`src/rtl/hex_display_scan_if.sv`:
```
// Value/control inputs and static + scanned segment outputs of hex_display_scan.
// HEX_DISPLAY_PWM_EN adds the brightness input.
interface hex_display_scan_if #(
  parameter int DIGITS = 4
);
  logic [4*DIGITS-1:0] value_in;
  logic                latch;
  logic                blank_lz;
`ifdef HEX_DISPLAY_PWM_EN
  logic [3:0]          brightness;
`endif
  logic [7*DIGITS-1:0] seg_static;
  logic [6:0]          seg_mux;
  logic [DIGITS-1:0]   dig_en;
  logic                frame_tick;

  modport master (
    output value_in, latch, blank_lz,
`ifdef HEX_DISPLAY_PWM_EN
    output brightness,
`endif
    input  seg_static, seg_mux, dig_en, frame_tick
  );

  modport slave (
    input  value_in, latch, blank_lz,
`ifdef HEX_DISPLAY_PWM_EN
    input  brightness,
`endif
    output seg_static, seg_mux, dig_en, frame_tick
  );
endinterface

```
`src/rtl/hex_display_scan.sv`:
```
// Hex 7-seg driver: static outputs 2 edges after latch, scanned bus updated per frame; no backpressure.
// Optional HEX_DISPLAY_PWM_EN gates dig_en with a 4-bit brightness PWM.
module hex_display_scan #(
  parameter int DIGITS         = 4,
  parameter int SCAN_DIV       = 25000,
  parameter bit SEG_ACTIVE_LOW = 1'b1,
  parameter bit DIG_ACTIVE_LOW = 1'b1
) (
  input  logic               clk25,
  input  logic               rst_n,
  hex_display_scan_if.slave  bus
);
  localparam int IDX_W = (DIGITS > 1) ? $clog2(DIGITS) : 1;
  localparam int PRE_W = $clog2(SCAN_DIV);
  localparam logic [6:0]        SEG_OFF  = SEG_ACTIVE_LOW ? 7'h7F : 7'h00;
  localparam logic [DIGITS-1:0] DIG_OFF  = DIG_ACTIVE_LOW ? {DIGITS{1'b1}} : {DIGITS{1'b0}};
  localparam logic [PRE_W-1:0]  PRE_TC   = PRE_W'(SCAN_DIV - 1);
  localparam logic [IDX_W-1:0]  IDX_LAST = IDX_W'(DIGITS - 1);

  logic [4*DIGITS-1:0] r_value;
  logic [4*DIGITS-1:0] r_shadow;
  logic [PRE_W-1:0]    r_pre;
  logic [IDX_W-1:0]    r_idx;
  logic [7*DIGITS-1:0] r_seg_static;
  logic [6:0]          r_seg_mux;
  logic [DIGITS-1:0]   r_dig_en;

  logic                w_pre_tc;
  logic                w_frame_tick;
  logic                w_pwm_on;
  logic [DIGITS-1:0]   w_blank_static;
  logic [DIGITS-1:0]   w_blank_shadow;
  logic [DIGITS-1:0]   w_onehot;
  logic [DIGITS-1:0]   w_dig_act;
  logic [7*DIGITS-1:0] w_seg_static;
  logic [3:0]          w_mux_nib;
  logic [6:0]          w_seg_mux;

  // Active-high font, bit 0 = segment a.
  function automatic logic [6:0] font(input logic [3:0] nib);
    case (nib)
      4'h0: font = 7'h3F;  4'h1: font = 7'h06;  4'h2: font = 7'h5B;  4'h3: font = 7'h4F;
      4'h4: font = 7'h66;  4'h5: font = 7'h6D;  4'h6: font = 7'h7D;  4'h7: font = 7'h07;
      4'h8: font = 7'h7F;  4'h9: font = 7'h6F;  4'hA: font = 7'h77;  4'hB: font = 7'h7C;
      4'hC: font = 7'h39;  4'hD: font = 7'h5E;  4'hE: font = 7'h79;  default: font = 7'h71;
    endcase
  endfunction

  // Digit 0 is never blanked so an all-zero value still shows a single 0.
  function automatic logic [DIGITS-1:0] lz_mask(input logic [4*DIGITS-1:0] v, input logic en);
    logic all_zero;
    all_zero = 1'b1;
    lz_mask  = '0;
    for (int k = DIGITS - 1; k >= 1; k--) begin
      all_zero   = all_zero & (v[4*k +: 4] == 4'h0);
      lz_mask[k] = en & all_zero;
    end
  endfunction

  function automatic logic [6:0] drive(input logic [3:0] nib, input logic blank);
    logic [6:0] lit;
    lit = blank ? 7'h00 : font(nib);
    drive = SEG_ACTIVE_LOW ? ~lit : lit;
  endfunction

`ifdef HEX_DISPLAY_PWM_EN
  logic [3:0] r_pwm;
  always_ff @(posedge clk25 or negedge rst_n) begin
    if (!rst_n) r_pwm <= 4'd0;
    else        r_pwm <= r_pwm + 4'd1;
  end
  assign w_pwm_on = (r_pwm <= bus.brightness);
`else
  assign w_pwm_on = 1'b1;
`endif

  assign w_pre_tc       = (r_pre == PRE_TC);
  assign w_frame_tick   = w_pre_tc && (r_idx == IDX_LAST);
  assign w_blank_static = lz_mask(r_value, bus.blank_lz);
  assign w_blank_shadow = lz_mask(r_shadow, bus.blank_lz);
  assign w_mux_nib      = r_shadow[{r_idx, 2'b00} +: 4];
  assign w_seg_mux      = drive(w_mux_nib, w_blank_shadow[r_idx]);
  assign w_dig_act      = w_onehot & {DIGITS{w_pwm_on}};

  always_comb begin
    w_onehot     = '0;
    w_seg_static = '0;
    for (int k = 0; k < DIGITS; k++) begin
      w_onehot[k]          = (r_idx == IDX_W'(k));
      w_seg_static[7*k +: 7] = drive(r_value[4*k +: 4], w_blank_static[k]);
    end
  end

  // Shadow loads on the wrap edge, the same edge the index returns to 0,
  // so every frame of the scanned display comes from one value.
  always_ff @(posedge clk25 or negedge rst_n) begin
    if (!rst_n) begin
      r_value      <= '0;
      r_shadow     <= '0;
      r_pre        <= '0;
      r_idx        <= '0;
      r_seg_static <= {DIGITS{SEG_OFF}};
      r_seg_mux    <= SEG_OFF;
      r_dig_en     <= DIG_OFF;
    end else begin
      if (bus.latch)   r_value  <= bus.value_in;
      if (w_frame_tick) r_shadow <= r_value;
      r_pre <= w_pre_tc ? '0 : r_pre + 1'b1;
      if (w_pre_tc)    r_idx    <= (r_idx == IDX_LAST) ? '0 : r_idx + 1'b1;
      r_seg_static <= w_seg_static;
      r_seg_mux    <= w_seg_mux;
      r_dig_en     <= DIG_ACTIVE_LOW ? ~w_dig_act : w_dig_act;
    end
  end

  assign bus.seg_static = r_seg_static;
  assign bus.seg_mux    = r_seg_mux;
  assign bus.dig_en     = r_dig_en;
  assign bus.frame_tick = w_frame_tick;
endmodule

```
`src/flat_wrapper.sv`:
```
// flat-port wrapper written by rule: the top's interface ports become plain ports
module hex_display_scan_flat 
#(
  parameter int DIGITS         = 4,
  parameter int SCAN_DIV       = 25000,
  parameter bit SEG_ACTIVE_LOW = 1'b1,
  parameter bit DIG_ACTIVE_LOW = 1'b1
)
  (clk25, rst_n, bus_value_in, bus_latch, bus_blank_lz, bus_seg_static, bus_seg_mux, bus_dig_en, bus_frame_tick);
  hex_display_scan_if #(.DIGITS(DIGITS)) bus_i ();
  input  logic clk25;
  input  logic rst_n;
  input wire logic [$bits(bus_i.value_in)-1:0] bus_value_in;
  input wire logic [$bits(bus_i.latch)-1:0] bus_latch;
  input wire logic [$bits(bus_i.blank_lz)-1:0] bus_blank_lz;
  output wire logic [$bits(bus_i.seg_static)-1:0] bus_seg_static;
  output wire logic [$bits(bus_i.seg_mux)-1:0] bus_seg_mux;
  output wire logic [$bits(bus_i.dig_en)-1:0] bus_dig_en;
  output wire logic [$bits(bus_i.frame_tick)-1:0] bus_frame_tick;
  assign bus_i.value_in = bus_value_in;
  assign bus_i.latch = bus_latch;
  assign bus_i.blank_lz = bus_blank_lz;
  assign bus_seg_static = bus_i.seg_static;
  assign bus_seg_mux = bus_i.seg_mux;
  assign bus_dig_en = bus_i.dig_en;
  assign bus_frame_tick = bus_i.frame_tick;
  hex_display_scan #(.DIGITS(DIGITS), .SCAN_DIV(SCAN_DIV), .SEG_ACTIVE_LOW(SEG_ACTIVE_LOW), .DIG_ACTIVE_LOW(DIG_ACTIVE_LOW)) u_core (.clk25(clk25), .rst_n(rst_n), .bus(bus_i));
endmodule
```
`config.mk`:
```
export PLATFORM = sky130hd
export DESIGN_NAME = hex_display_scan_flat
export DESIGN_NICKNAME = d
export VERILOG_FILES = /design/src/rtl/hex_display_scan_if.sv /design/src/rtl/hex_display_scan.sv /design/src/flat_wrapper.sv
export SDC_FILE = /design/constraint.sdc
export NUM_CORES = 1
export LEC_CHECK = 0
export CAP_MARGIN = 20
export CORE_MARGIN = 5
export CORE_UTILIZATION = 50
export CTS_CLUSTER_DIAMETER = 40
export DETAILED_ROUTE_END_ITERATION = 6
export PLACE_DENSITY = 0.75
export SLEW_MARGIN = 20
export SYNTH_ARGS = -nofsm -noshare
export SYNTH_HDL_FRONTEND = slang
export SYNTH_SLANG_ARGS = --single-unit
```
`constraint.sdc`:
```
create_clock -name clk25 -period 2.49 [get_ports clk25]
set_clock_uncertainty 0.1 [all_clocks]
set_input_delay 0.249 -clock clk25 [delete_from_list [all_inputs] [get_ports clk25]]
set_output_delay 0.249 -clock clk25 [all_outputs]
set_load 0.01 [all_outputs]
```
==> results by group, run 1 <==
Cells and area
  • ANT cells: 0
  • Layout area overhead: 22.28%
  • Final Cell Area: 5589 um^2
  • Post-layout net count: 530
  • Proportion of layout cells with a drive suffix above 1: 21.83%
  • Number of non-filler instances in the completed layout: 589

Synth
  • Area contributors post-synth: dfrtp_1 27%, dfstp_2 22%, ha_1 9.3%
  • Synthesized Nets: 465
  • Post-synthesis instance area: 4571 um^2
  • Number of enable-type register cells in the synthesized netlist: 0
  • Sequential fraction of the synthesis area: 49.25%
  • Most used flip-flop cell after synthesis: dfrtp_1
  • Portion of synthesized cell area occupied by the leading cell type: 26.83%
  • Cell type contributing the most total cell area after synthesis: dfrtp_1
  • Number of warnings issued by yosys: 0
  • Fraction of registers with async set or reset after synthesis: 100.0%
  • Synth Register Bits: 88
  • Netlist cell types: 56
  • Cells after synthesis: 411
  • Synth Area per Inst: 11.12 um^2

Worst setup path
  • Launch instance of the worst register-to-register path: u_core.r_value[12]$_DFFE_PN0P_
  • Endpoint type of the worst setup path: flop
  • Data arrival time at the worst-slack endpoint: 2.46 ns
  • Peak fanout along the critical path: 5
  • RR Endpoint: u_core.bus.seg_static[13]$_DFF_PN1_
  • Worst-case reg-to-reg path depth: 6
  • Start-to-end type of the worst setup path: flop to flop
  • Startpoint kind of the worst setup timing path: flop
  • Worst-case register-to-register setup slack: 0.17 ns
  • CP Data Required Time: 2.64 ns

Timing
  • Setup_tns: 0 ns
  • Tightest slew margin relative to the limit: 62.03%
  • Final number of setup-violating endpoints: 0
  • Fmax: 431.4 MHz
  • Final Worst Setup Slack: 0.1721 ns
  • Number of slew-limit violations in the final report: 0
  • Worst hold slack after final layout: 0.3554 ns
  • Unrepaired setup endpoints after global routing: false
  • Fin crit share: 93.09%
  • Tightest Pin Transition: 0.5695 ns
  • Clock period minus worst slack: 2.318 ns
  • Final hold violation count: 0

Clock tree
  • Latest clock arrival within the worst-skew pair: 0.36 ns
  • CTS sink count: 88
  • Number of clock buffers inserted by TritonCTS: 9
  • Library cell used as clock root buffer: clkbuf_8
  • Number of H-tree levels: 3
  • Maximum root-to-sink buffer count: 2
  • Clock tree from TritonCTS: built
  • Clock transition at the register clock pins on the worst setup and hold paths after CTS: 0.09 ns

Place
  • DP Cell Count: 571
  • Placed instance area: 5314 um^2
  • HPWL after detailed placement: 6624 um
  • GP Congestion: 0.8751
  • I/O Buffers: 59
  • Place WS: 0.1224 ns

Global route
  • Antenna violations before repair: 0
  • Total GRT Usage: 16.81%
  • Via count of the first global-routing pass: 3225
  • Total global routing overflow: 0
  • Maximum number of pins on one net before global-route repair: 89
  • Wire length of the first global-routing pass: 15320 um

Pwr
  • PD cells: 610.9 nW/um^2
  • Peak supply drop: 0.0003526 V
  • Standby leakage power: 2.496 nW

Detailed routing
  • Drt via density: 5.537
  • Detailed-route wire length: 9132 um
  • Post-DR wirelength/cell: 15.50 um
  • DRT iter0 DRCs: 191
  • Via count: 3261
  • DR DRC count: 0
  • First-pass iteration count of the detailed router: 4
  • Post-route ant nets: 0

Floorplanning
  • Die extent in x: 105.6 um
  • Number of rows created at floorplan: 34
  • Die Footprint: 11150 um^2
  • IO Count: 60
  • Starting Density: 51.90%
  • Core region area: 8806 um^2
  • Die height: 105.6 um

Min path
  • Min-Delay Endpoint: u_core.r_value[10]$_DFFE_PN0P_
  • Worst min-delay path startpoint: bus_value_in[10]
  • Worst Hold Path Cells: 3
  • Worst min path class: input port to flop

Run
  • Max-cap violations: 0

Status
  • Status: finished clean
## metrics by stage
stage	power [W]	util, %
2_1_floorplan	0.001936	-
3_5_place_dp	0.002218	60.34
6_report	0.003415	63.47
5_1_grt	0.003558	63.47
3_3_place_gp	0.002208	60.34
4_1_cts	0.003444	63.38
## sequential cells by signal, indices dropped and copies added (netlist names)
signal and count:
u_core.r_shadow 16, u_core.r_value 16, u_core.r_idx 2, u_core.bus.dig_en 4, u_core.bus.seg_static 28, u_core.bus.seg_mux 7
u_core.r_pre 15
## report_power, final
| part | total [W] | switching [W] | internal [W] |
|---|---|---|---|
| Clock | 0.00122 | 0.000498 | 0.000726 |
| Sequential | 0.00165 | 0.0000721 | 0.00158 |
| Combinational | 0.000540 | 0.000258 | 0.000282 |
## cells in the mapped netlist, drive strengths merged (11+ instances only)
| cell type | n |
|---|---|
| dfstp | 39 |
| nand2 | 37 |
| ha | 34 |
| nor2 | 21 |
| o21ai | 28 |
| inv | 26 |
| mux2 | 23 |
| nand2b | 12 |
| a21oi | 16 |
| nand3 | 11 |
| dfrtp | 49 |
| clkbuf | 13 |
## area by class of cell
cell class | instances | area [um^2]
clock buffer | 11 | 152.6
clock inverter | 5 | 102.6
fill | 708 | 3217
inverter | 26 | 97.59
multi-input combinational | 278 | 2147
sequential | 88 | 2251
tap | 108 | 135.1
timing repair buffer | 73 | 703.2
## cells in the final DEF (no fill, tap or decap), types with 8 or more instances in the layout
cell type / synthesis / layout
clkdlybuf4s50_1: 0 / 57
dfrtp_1: 49 / 49
inv_1: 26 / 26
buf_4: 0 / 13
xor2_1: 10 / 10
a21oi_1: 16 / 16
nand2b_1: 12 / 12
nand2_1: 36 / 36
o21ai_0: 28 / 28
clkbuf_8: 0 / 9
nand3_1: 11 / 11
nor3_1: 8 / 8
mux2_4: 9 / 9
mux2_2: 14 / 14
dfstp_2: 39 / 39
nor2_1: 21 / 21
o211ai_1: 8 / 8
ha_1: 34 / 34
## how the worst max path moves through the flow
stage,startpoint,end,slack (ns),cells past startpoint
5_1_grt,u_core.r_value[12]$_DFFE_PN0P_,u_core.bus.seg_static[13]$_DFF_PN1_,0.04,6
6_report,u_core.r_value[12]$_DFFE_PN0P_,u_core.bus.seg_static[13]$_DFF_PN1_,0.17,6
2_1_floorplan,u_core.r_value[12]$_DFFE_PN0P_,u_core.bus.seg_static[13]$_DFF_PN1_,0.31,7
3_5_place_dp,u_core.r_pre[11]$_DFF_PN0_,bus_frame_tick,0.12,5
3_3_place_gp,u_core.r_pre[11]$_DFF_PN0_,bus_frame_tick,0.14,5
4_1_cts,u_core.r_pre[9]$_DFF_PN0_,bus_frame_tick,0.03,5
## repair_timing
| item | 4_1_cts | 5_1_grt |
|---|---|---|
| buffers inserted | 0 | 1 |
| resized for setup | 2 | 3 |
| endpoints found under the setup margin | 1 | 1 |
| pin swaps | 1 | 1 |
| hold buffers | 1 | 0 |
| endpoints found under the hold margin | 49 | 0 |
## per-layer routing
| metal | global-route usage [%] | vias to the layer above | share of wire [%] | routed length (um) |
|---|---|---|---|---|
| met4 | 6.660 | 0 | 1.7 | 155 |
| met1 | 22.59 | 1592 | 46 | 4169 |
| met2 | 27.32 | 92 | 48 | 4384 |
| met5 | 0 | - | 0 | 0 |
| li1 | - | 1564 | - | - |
| met3 | 2.812 | 13 | 4.6 | 422 |
## worst max-delay path, cell delays in order (launching register included)
cell	delay, ns
dfrtp_1	0.44
inv_1	0.17
ha_1	0.20
nand4bb_1	0.16
or3_1	0.40
or4_1	0.59
o311ai_0	0.15
## cell families (layout without fill, tap and decap cells)
| logic type | count (synthesis) | in the layout | share of synthesized area (%) |
|---|---|---|---|
| AO/OA/AOI/OAI | 76 | 76 | 10.40 |
| XOR/XNOR | 16 | 16 | 3.066 |
| adder cells (fa/ha/maj) | 34 | 34 | 9.307 |
| buffers and inverters | 45 | 115 | 3.942 |
| flip-flops | 88 | 88 | 49.25 |
| multiplexers | 35 | 35 | 10.68 |
| AND/OR/NAND/NOR | 117 | 117 | 13.36 |
Power figures use the tool's default switching activity.
==> run 2: changes to the inputs <==
==> constraint.sdc (replaced) <==
create_clock -name clk25 -period 2.9 [get_ports clk25]
set_clock_uncertainty 0.1 [all_clocks]
set_input_delay 0.29 -clock clk25 [delete_from_list [all_inputs] [get_ports clk25]]
set_output_delay 0.29 -clock clk25 [all_outputs]
set_load 0.01 [all_outputs]
==> results by group, run 2 (synthesis gave the netlist of run 1 again) <==
Timing
  • Final hold violation count: 0
  • Setup_tns: 0 ns
  • Fin crit share: 96.89%
  • Number of slew-limit violations in the final report: 0
  • Fmax: 355.9 MHz
  • Tightest slew margin relative to the limit: 60.94%
  • Unrepaired setup endpoints after global routing: false
  • Final number of setup-violating endpoints: 0
  • Tightest Pin Transition: 0.5859 ns
  • Clock period minus worst slack: 2.810 ns

Detailed routing
  • First-pass iteration count of the detailed router: 4
  • Post-DR wirelength/cell: 15.53 um
  • Post-route ant nets: 0
  • Via count: 3212
  • Drt via density: 5.491
  • DRT iter0 DRCs: 200
  • DR DRC count: 0
  • Detailed-route wire length: 9084 um

Clock tree
  • Number of clock buffers inserted by TritonCTS: 9
  • Clock tree from TritonCTS: built
  • Maximum root-to-sink buffer count: 2
  • Post-cts hold buffer count: 1
  • CTS sink count: 88
  • Latest clock arrival within the worst-skew pair: 0.35 ns
  • Library cell used as clock root buffer: clkbuf_8
  • Quantity of gates resized following cts: 0
  • Post-CTS repair timing setup buffer count: 0
  • Clock transition at the register clock pins on the worst setup and hold paths after CTS: 0.08 ns
  • Number of H-tree levels: 3

Worst setup path
  • Startpoint kind of the worst setup timing path: flop
  • Library cell contributing the largest single delay on the critical path: or4b_1
  • Endpoint type of the worst setup path: primary output
  • Peak fanout along the critical path: 5
  • Start-to-end type of the worst setup path: flop to primary output
  • CP Data Required Time: 2.51 ns
  • Data arrival time at the worst-slack endpoint: 2.42 ns
  • Slowest cell delay on critical path: 0.61 ns
  • Cells along the critical path: or4b_1 -> nor4_4 -> nand2_4 -> inv_1 -> clkdlybuf4s50_1

Floorplanning
  • Die height: 105.6 um
  • Number of rows created at floorplan: 34
  • Die Footprint: 11150 um^2
  • IO Count: 60
  • Starting Density: 51.90%
  • Core region area: 8806 um^2
  • Die extent in x: 105.6 um

Cells and area
  • Post-layout utilization of the core: 62.01%
  • Layout area overhead: 19.46%
  • Commonest non-fill, non-tap cells in the layout: 58 x clkdlybuf4s50_1, 49 x dfrtp_1, 39 x dfstp_2
  • Post-layout net count: 526
  • Leading cell type in the layout, fill and taps excluded: clkdlybuf4s50_1
  • ANT cells: 0
  • Number of flip-flops in the largest register: 28
  • Final Cell Area: 5460 um^2
  • Number of filler cells placed in the layout: 683
  • Number of non-filler instances in the completed layout: 585
  • Proportion of layout cells with a drive suffix above 1: 19.92%

Place
  • HPWL after detailed placement: 6684 um
  • GP Congestion: 0.8402
  • DP Cell Count: 568
  • I/O Buffers: 59
  • Placed instance area: 5279 um^2

Global route
  • Wire length of the first global-routing pass: 15560 um
  • Total global routing overflow: 0
  • Antenna violations before repair: 0
  • Maximum number of pins on one net before global-route repair: 46
  • Via count of the first global-routing pass: 3187
  • Total GRT Usage: 17.23%

Status
  • Status: finished clean

Pwr
  • PD cells: 482.2 nW/um^2
  • Standby leakage power: 2.427 nW
  • Peak supply drop: 0.0002496 V

Run
  • Max-cap violations: 0

Min path
  • Worst min path class: input port to async pin
-- run 2: changes by cell type in the layout (fill, tap and decap cells not counted) --
cell | previous run | this run
buf_12 | 1 | 0
buf_4 | 13 | 10
bufinv_16 | 3 | 0
clkbuf_1 | 1 | 4
clkbuf_16 | 1 | 0
clkbuf_2 | 1 | 0
clkbuf_8 | 9 | 11
clkdlybuf4s50_1 | 57 | 58
clkinvlp_4 | 1 | 0
or4b_1 | 0 | 2
or4b_4 | 2 | 0
-- run 2: area by class of cell --
| class | count | area, um^2 | share of cell area (%) |
|---|---|---|---|
| inverter | 26 | 97.59 | 1.787 |
| tap | 108 | 135.1 | 2.475 |
| sequential | 88 | 2251 | 41.22 |
| multi-input combinational | 278 | 2140 | 39.18 |
| clock buffer | 15 | 166.4 | 3.048 |
| clock inverter | 1 | 5.005 | 0.09166 |
| timing repair buffer | 69 | 665.6 | 12.19 |
-- run 2: worst max-delay path, delay by kind of cell (launching register included) --
| family | cells | cell delay (ns) |
|---|---|---|
| simple gates | 3 | 1.06 |
| flops | 1 | 0.42 |
| buf+inv | 2 | 0.59 |
-- run 2: worst paths after layout --
| check | cells past startpoint | from | slack, ns | endpoint |
|---|---|---|---|---|
| hold / removal | 2 | rst_n | 0.39 | u_core.r_pre[8]$_DFF_PN0_ |
| setup / recovery | 5 | u_core.r_pre[3]$_DFF_PN0_ | 0.09 | bus_frame_tick |
| hold reg to reg | 1 | u_core.r_pre[10]$_DFF_PN0_ | 0.41 | u_core.r_pre[10]$_DFF_PN0_ |
| setup reg to reg | 6 | u_core.r_value[8]$_DFFE_PN0P_ | 0.58 | u_core.bus.seg_static[7]$_DFF_PN1_ |
| min in group clk25 | 3 | bus_value_in[10] | 0.39 | u_core.r_value[10]$_DFFE_PN0P_ |
| max in group asynchronous | 3 | rst_n | 1.61 | u_core.bus.seg_static[26]$_DFF_PN1_ |
-- run 2: routing by layer --
layer  routed length, um  global-route usage [%]
met5                   0                       0
met1                4171                   23.71
met3                 406                   3.423
met2                4375                   27.37
met4                 131                   6.013
-- run 2: stage by stage --
step / power [W] / hold WS (ns) / setup WS, ns
after floorplan: 0.001662 / -0.1056 / 0.7150
after global placement: 0.001893 / 0.2304 / 0.4957
after detailed placement: 0.001902 / 0.2340 / 0.4675
after CTS: 0.002667 / 0.3772 / 0.07376
after global routing: 0.002776 / 0.4095 / 0.0007789
final: 0.002633 / 0.3851 / 0.09012
-- run 2: report_power, final --
group | total (W) | switching, W | leakage (nW) | internal (W)
logic | 0.000452 | 0.000213 | 1.29 | 0.000238
registers | 0.00143 | 0.0000702 | 1.05 | 0.00136
clock network | 0.000755 | 0.000396 | 0.0877 | 0.000359
==> run 3: changes to the inputs <==
--- a/config.mk
+++ b/config.mk
@@ -11,6 +11,7 @@
 export CTS_CLUSTER_DIAMETER = 40
 export DETAILED_ROUTE_END_ITERATION = 6
 export PLACE_DENSITY = 0.75
+export SKIP_CTS_REPAIR_TIMING = 1
 export SLEW_MARGIN = 20
 export SYNTH_ARGS = -nofsm -noshare
 export SYNTH_HDL_FRONTEND = slang
==> results of run 3 <==
The final DEF is identical to that of run 2; final timing and power are the same.
Main changes from that run: wire length of the first global-routing pass 15560 um -> 15550 um; via count of the first global-routing pass 3187 -> 3184; overall routing resource usage 17.23% -> 17.22%; met3 usage 3.423% -> 3.362%
